File: config.mk
export PLATFORM = sky130hd
export DESIGN_NAME = mem_access_stage
export DESIGN_NICKNAME = d
export VERILOG_FILES = /design/src/rtl/mem_access_stage.sv
export SDC_FILE = /design/constraint.sdc
export NUM_CORES = 1
export LEC_CHECK = 0
export CORE_MARGIN = 8
export CORE_UTILIZATION = 25
export DETAILED_ROUTE_END_ITERATION = 8
export GPL_ROUTABILITY_DRIVEN = 0
export PLACE_DENSITY = 0.47
export SLEW_MARGIN = 20
export SYNTH_ARGS = -nofsm -noshare
export SYNTH_HDL_FRONTEND = slang
export SYNTH_SLANG_ARGS = --single-unit
File: constraint.sdc
create_clock -name clk -period 1.5 [get_ports clk]
set_input_delay 0.225 -clock clk [delete_from_list [all_inputs] [get_ports clk]]
set_output_delay 0.225 -clock clk [all_outputs]
set_load 0.02 [all_outputs]
File: src/rtl/mem_access_stage.sv
// Memory access stage: drives a req/ack data-memory handshake from the EX/MEM
// register, stalls upstream while the access is outstanding, and registers MEM/WB.
module mem_access_stage #(
   parameter int unsigned TIMEOUT_CYCLES = 255
) (
   input  logic        clk,
   input  logic        rst_n,
   input  logic        ex_mem_memread,
   input  logic        ex_mem_memwrite,
   input  logic        ex_mem_memtoreg,
   input  logic        ex_mem_regwrite,
   input  logic        ex_mem_regwrite_control_float,
   input  logic [4:0]  ex_mem_register_rd,
   input  logic        ex_mem_rd_sel,
   input  logic [31:0] result_ex_mem,
   input  logic [31:0] ex_mem_output_data_2,
   input  logic [2:0]  ex_mem_funct3,
   output logic        dmem_req,
   output logic        dmem_we,
   output logic [31:0] dmem_addr,
   output logic [31:0] dmem_wdata,
   output logic [3:0]  dmem_be,
   input  logic        dmem_ack,
   input  logic [31:0] dmem_rdata,
   output logic        mem_stall,
   output logic        misaligned_exc,
   output logic        bus_err,
   output logic        mem_wb_regwrite,
   output logic        mem_wb_regwrite_control_float,
   output logic        mem_wb_memtoreg,
   output logic        mem_wb_rd_sel,
   output logic [4:0]  mem_wb_register_rd,
   output logic [31:0] mem_wb_read_data,
   output logic [31:0] mem_wb_alu_result
);

   typedef enum logic [1:0] {IDLE, ACCESS, RESP} state_t;

   state_t      state, state_nxt;
   logic [7:0]  cnt;
   logic [31:0] rdata_q;
   logic        err_q;
   logic        mem_op, aligned, start, misalign, ack_hit, tmo_hit;
   logic [31:0] wdata_nxt;
   logic [3:0]  be_nxt;
   logic        wb_load, wb_kill_rw, wb_kill_mt;
   logic [31:0] wb_rdata;

   function automatic logic [31:0] load_ext(input logic [31:0] w, input logic [1:0] a,
                                            input logic [2:0] f3);
      logic [7:0]  b;
      logic [15:0] h;
      b = w[{a, 3'b000} +: 8];
      h = a[1] ? w[31:16] : w[15:0];
      case (f3)
         3'b000:  return {{24{b[7]}}, b};
         3'b100:  return {24'd0, b};
         3'b001:  return {{16{h[15]}}, h};
         3'b101:  return {16'd0, h};
         default: return w;
      endcase
   endfunction

   always_comb begin
      mem_op  = ex_mem_memread | ex_mem_memwrite;
      case (ex_mem_funct3[1:0])
         2'b00:   aligned = 1'b1;
         2'b01:   aligned = ~result_ex_mem[0];
         default: aligned = (result_ex_mem[1:0] == 2'b00);
      endcase
      start    = (state == IDLE) && mem_op && aligned;
      misalign = (state == IDLE) && mem_op && !aligned;
      ack_hit  = (state == ACCESS) && dmem_ack;
      // Ack in the timeout cycle takes priority over the bus error.
      tmo_hit  = (state == ACCESS) && !dmem_ack && (cnt == 8'(TIMEOUT_CYCLES - 1));
      // Gated by rst_n so the stall drops immediately when reset is asserted.
      mem_stall = rst_n && (start || (state == ACCESS));
   end

   always_comb begin
      case (ex_mem_funct3)
         3'b000: begin
            wdata_nxt = {4{ex_mem_output_data_2[7:0]}};
            be_nxt    = 4'b0001 << result_ex_mem[1:0];
         end
         3'b001: begin
            wdata_nxt = {2{ex_mem_output_data_2[15:0]}};
            be_nxt    = 4'b0011 << result_ex_mem[1:0];
         end
         default: begin
            wdata_nxt = ex_mem_output_data_2;
            be_nxt    = 4'b1111;
         end
      endcase
   end

   always_comb begin
      state_nxt = state;
      case (state)
         IDLE:    if (start) state_nxt = ACCESS;
         ACCESS:  if (ack_hit || tmo_hit) state_nxt = RESP;
         RESP:    state_nxt = IDLE;
         default: state_nxt = IDLE;
      endcase
   end

   always_comb begin
      wb_load    = 1'b1;
      wb_kill_rw = 1'b0;
      wb_kill_mt = 1'b0;
      wb_rdata   = 32'd0;
      case (state)
         IDLE: begin
            wb_kill_rw = start | misalign;
            wb_kill_mt = start;
         end
         ACCESS: wb_load = 1'b0;
         RESP: begin
            wb_kill_rw = err_q;
            wb_rdata   = rdata_q;
         end
         default: ;
      endcase
   end

   always_ff @(posedge clk or negedge rst_n) begin
      if (!rst_n) state <= IDLE;
      else        state <= state_nxt;
   end

   always_ff @(posedge clk or negedge rst_n) begin
      if (!rst_n) begin
         cnt            <= '0;
         rdata_q        <= '0;
         err_q          <= 1'b0;
         dmem_req       <= 1'b0;
         dmem_we        <= 1'b0;
         dmem_addr      <= '0;
         dmem_wdata     <= '0;
         dmem_be        <= '0;
         misaligned_exc <= 1'b0;
         bus_err        <= 1'b0;
      end else begin
         misaligned_exc <= misalign;
         bus_err        <= tmo_hit;
         cnt            <= (state == ACCESS) ? cnt + 8'd1 : 8'd0;
         if (start) begin
            dmem_req   <= 1'b1;
            dmem_we    <= ex_mem_memwrite;
            dmem_addr  <= {result_ex_mem[31:2], 2'b00};
            dmem_wdata <= wdata_nxt;
            dmem_be    <= be_nxt;
            rdata_q    <= '0;
            err_q      <= 1'b0;
         end
         if (ack_hit) begin
            dmem_req <= 1'b0;
            rdata_q  <= dmem_we ? 32'd0 : load_ext(dmem_rdata, result_ex_mem[1:0], ex_mem_funct3);
         end else if (tmo_hit) begin
            dmem_req <= 1'b0;
            err_q    <= 1'b1;
            rdata_q  <= '0;
         end
      end
   end

   always_ff @(posedge clk or negedge rst_n) begin
      if (!rst_n) begin
         mem_wb_regwrite               <= 1'b0;
         mem_wb_regwrite_control_float <= 1'b0;
         mem_wb_memtoreg               <= 1'b0;
         mem_wb_rd_sel                 <= 1'b0;
         mem_wb_register_rd            <= '0;
         mem_wb_read_data              <= '0;
         mem_wb_alu_result             <= '0;
      end else if (wb_load) begin
         mem_wb_regwrite               <= ex_mem_regwrite & ~wb_kill_rw;
         mem_wb_regwrite_control_float <= ex_mem_regwrite_control_float & ~wb_kill_rw;
         mem_wb_memtoreg               <= ex_mem_memtoreg & ~wb_kill_mt;
         mem_wb_rd_sel                 <= ex_mem_rd_sel;
         mem_wb_register_rd            <= ex_mem_register_rd;
         mem_wb_read_data              <= wb_rdata;
         mem_wb_alu_result             <= result_ex_mem;
      end
   end

endmodule

==> metrics.cfg <==
[status]
outcome = finished with violations
failed_checks = hold timing, setup timing

[worst_setup_path]
reg2reg_slack_ns = -0.23
critical_path_buf_inv_count = 3
r2r-start = state[0]$_DFFE_PN0P_
cp_data_required_time_ns = 1.27
critical_path.max_stage_delay_ns = 0.38
worst-r2r-cell-count = 8
setup.worst_path.start_class = flop
critical_path_class = reg -> out
worstReg2RegEnd = rdata_q[22]$_DFFE_PN0P_
critPathMaxFanout = 2
worstPathCellList = nor2_1, buf_4, o2111ai_4, a21boi_2, buf_6, buf_6
family_with_the_most_delay_on_the_worst_path = buffers and inverters
end_kind = output port
critical-path-slowest-cell = sky130_fd_sc_hd__dfrtp_1
most_frequent_cp_cell = sky130_fd_sc_hd__buf_6
cp_data_arrival_time_ns = 1.63

[clock_tree]
reg_clk_slew_reported_paths_ns = 0.08
tritoncts = built
cts.htree.levels = 4
numClockSinks = 186
cts-buffers-inserted = 17
clock_latency_ns = 0.43
clockBufferDepth = 2
cts.root.buffer_cell = sky130_fd_sc_hd__clkbuf_16
cts-hold-fix-buffers = 0

[timing]
fin_crit_ns = 1.86
final_hold_viol_count = 4
clock_skew_ns = 0.0194
unrepaired_setup_endpoints_after_global_routing = yes
timing.max_slew.rel_slack = 0.375
slew_of_the_pin_with_the_lowest_slew_margin_ns = 0.937
maxClockFrequency_mhz = 539
timing_max_transition_violations_final = 0
number_of_failing_setup_endpoints_in_the_final_timing_report = 106
timing.hold.ws_ns = -0.0220
post-route-period-util = 1.24
finalWorstSetupSlack_ns = -0.355

[synth]
post_synth_xor_xnor_area = 0.00659
post_synthesis_async_set_or_reset_flop_share = 1.00
synth_register_bits = 186
syn_inst = 779
ys_dominant_reg_cell = sky130_fd_sc_hd__dfrtp_1
synth_mux_area_frac = 0.0487
post-synth-top-area-cell = sky130_fd_sc_hd__dfrtp_1
largest_family_of_logic_cells_by_synthesized_area = simple AND/OR/NAND/NOR gates
synth_common_cells = sky130_fd_sc_hd__nand2_1 (272), sky130_fd_sc_hd__dfrtp_1 (186), sky130_fd_sc_hd__o21ai_0 (36)
synth.top_cell.area_share = 0.584
edff_count_synth = 0
postSynthAreaPerCell_sq_um = 10.2
synthAdderAreaFrac = 0.00314
yosys.cell_count.top_type = sky130_fd_sc_hd__nand2_1
synth.distinct_cells = 49
synth-simple-area-share = 0.171
mappedNetlistArea_sq_um = 7970
top_area_cells_in_the_synthesized_netlist = sky130_fd_sc_hd__dfrtp_1 (58%), sky130_fd_sc_hd__nand2_1 (13%), sky130_fd_sc_hd__a22o_1 (3.8%)
ys_warn_count = 0
synth_compound_gate_area_share = 0.147
yosysSeqAreaShare = 0.584

[placed_design]
place.detailed.hpwl_mm = 20.1
dpl_cell_area_sq_um = 11400
portBuffers = 256
dpl_worst_slack_ns = -0.908

[routing]
via_count = 6744
detail_route.wirelength_mm = 29.5
drt_pass1_iterations = 4
routed_wire_length_per_instance_um = 19.6
drtIter0Drc = 319
vias_per_cell = 4.48
drc = 0
ant_nets_after_route = 0

[power_and_ir_drop]
power.density_nw_per_um2 = 1470
static_leak_nw = 6.14
peakVddDrop_v = 0.000688

[finish]
num-nets-final = 1205
syn2layout_area_growth_pct = 57.8
stdcell_area_sq_um = 12600
post_route_cells_drive_above_1_share = 0.187
fill_cell_instance_count_of_the_final_layout = 3183

[floorplanning]
design.portCount = 259
horizontal_die_dimension_um = 195
starting_utilization_of_the_core_area = 0.253
num_rows = 65
chipHeight_um = 195
core_region_area_sq_um = 31500
design.die.area_sq_um = 37900

[global_routing]
global_route_wire_length_before_repair_mm = 45.5
grt_pass1_vias = 7231
grt-ovfl-total = 0
grt_max_degree = 119
grt_antenna_before_repair = 1
track_usage = 0.154

[worst_hold_path]
min_path_type = in -> async

[flow_run]
cap_violations = 0

==> layout make-up <==
type,count,area (sq um),share of cell area
sequential,186,4650,0.370
timing repair buffer,347,3490,0.278
multi-input combinational,530,3330,0.264
tap,402,503,0.0400
clock buffer,19,433,0.0344
clock inverter,13,131,0.0104
inverter,8,30.0,0.00239
antenna,2,5.00,0.000398
==> kinds of logic (layout without fill, tap and decap cells) <==
| kind of cell | after synthesis | in the layout |
|---|---|---|
| adder cells (fa/ha/maj) | 2 | 2 |
| buffers and inverters | 64 | 387 |
| AO/OA/AOI/OAI | 158 | 158 |
| other | 1 | 4 |
| AND/OR/NAND/NOR | 330 | 330 |
| XOR/XNOR | 6 | 6 |
| multiplexers | 32 | 32 |
| flip-flops | 186 | 186 |
==> worst max path at each step <==
| stage | from | to | slack (ns) | cells after the start |
|---|---|---|---|---|
| 4_1_cts | state[0]$_DFFE_PN0P_ | mem_stall | -0.39 | 6 |
| 3_5_place_dp | result_ex_mem[0] | mem_stall | -0.91 | 6 |
| 6_report | state[0]$_DFFE_PN0P_ | mem_stall | -0.36 | 6 |
| 2_1_floorplan | cnt[0]$_DFF_PN0_ | rdata_q[28]$_DFFE_PN0P_ | -0.05 | 7 |
| 3_3_place_gp | result_ex_mem[0] | mem_stall | -0.88 | 6 |
| 5_1_grt | state[0]$_DFFE_PN0P_ | mem_stall | -0.42 | 6 |
==> per-layer routing <==
| layer | track usage | share of wire | vias up |
|---|---|---|---|
| li1 | - | - | 3283 |
| met1 | 0.200 | 0.45 | 3286 |
| met2 | 0.253 | 0.48 | 154 |
| met3 | 0.0390 | 0.058 | 19 |
| met4 | 0.0373 | 0.013 | 2 |
| met5 | 0 | 0.00044 | - |
==> power breakdown <==
part	switching [mW]	internal (mW)	total (mW)
sequential	0.739	6.32	7.06
combinational	4.00	3.01	7.01
clock	2.26	2.21	4.47
==> timing repair <==
item                                    4_1_cts  5_1_grt
setup buffers                                 7       12
gates resized for setup                     181       73
cloned                                        5        3
pin swaps                                     6       38
endpoints found under the setup margin      250      168
==> worst min-delay path, cell delays in order <==
cell and delay (ns):
sky130_fd_sc_hd__clkbuf_8 0.11, sky130_fd_sc_hd__buf_4 0.12, sky130_fd_sc_hd__buf_12 0.41
==> state kept, by name (all words and copies together) (netlist names) <==
| name | cells |
|---|---|
| bus_err | 1 |
| cnt | 8 |
| dmem_addr | 30 |
| dmem_be | 4 |
| dmem_req | 1 |
| dmem_wdata | 32 |
| dmem_we | 1 |
| err_q | 1 |
| mem_wb_alu_result | 32 |
| mem_wb_memtoreg | 1 |
| mem_wb_rd_sel | 1 |
| mem_wb_read_data | 32 |
| mem_wb_register_rd | 5 |
| mem_wb_regwrite | 1 |
| mem_wb_regwrite_control_float | 1 |
| misaligned_exc | 1 |
| rdata_q | 32 |
| state | 2 |
==> metrics by stage <==
stage | hold WS (ns) | util | power, mW | setup TNS (ns) | instances
after global placement | 0.449 | 0.363 | 14.2 | -62.30 | 1448
after floorplan | -0.0706 | - | 10.3 | -0.944 | 780
final | -0.0220 | 0.400 | 18.5 | -13.63 | 1507
after detailed placement | 0.456 | 0.363 | 14.3 | -64.25 | 1448
after global routing | 0.0468 | 0.399 | 19.7 | -22.02 | 1505
after CTS | 0.0562 | 0.387 | 18.5 | -26.40 | 1492
==> cell usage in the layout, fill, tap and decap left out, types with 6 or more instances in the layout <==
master / n
sky130_fd_sc_hd__clkdlybuf4s50_1: 110
sky130_fd_sc_hd__inv_1: 7
sky130_fd_sc_hd__nand2b_1: 7
sky130_fd_sc_hd__nand2_1: 240
sky130_fd_sc_hd__a221o_1: 21
sky130_fd_sc_hd__clkbuf_16: 21
sky130_fd_sc_hd__a21oi_1: 9
sky130_fd_sc_hd__nand2_2: 26
sky130_fd_sc_hd__mux2i_1: 26
sky130_fd_sc_hd__o21ai_0: 35
sky130_fd_sc_hd__o21a_1: 7
sky130_fd_sc_hd__dlygate4sd2_1: 142
sky130_fd_sc_hd__o21ai_1: 15
sky130_fd_sc_hd__nor2_1: 17
sky130_fd_sc_hd__a22o_1: 34
sky130_fd_sc_hd__buf_4: 49
sky130_fd_sc_hd__o2bb2ai_2: 13
sky130_fd_sc_hd__nand2_4: 6
sky130_fd_sc_hd__dfrtp_1: 186
sky130_fd_sc_hd__buf_12: 17
sky130_fd_sc_hd__buf_6: 16
No activity file was read; power rests on OpenSTA's default activity.
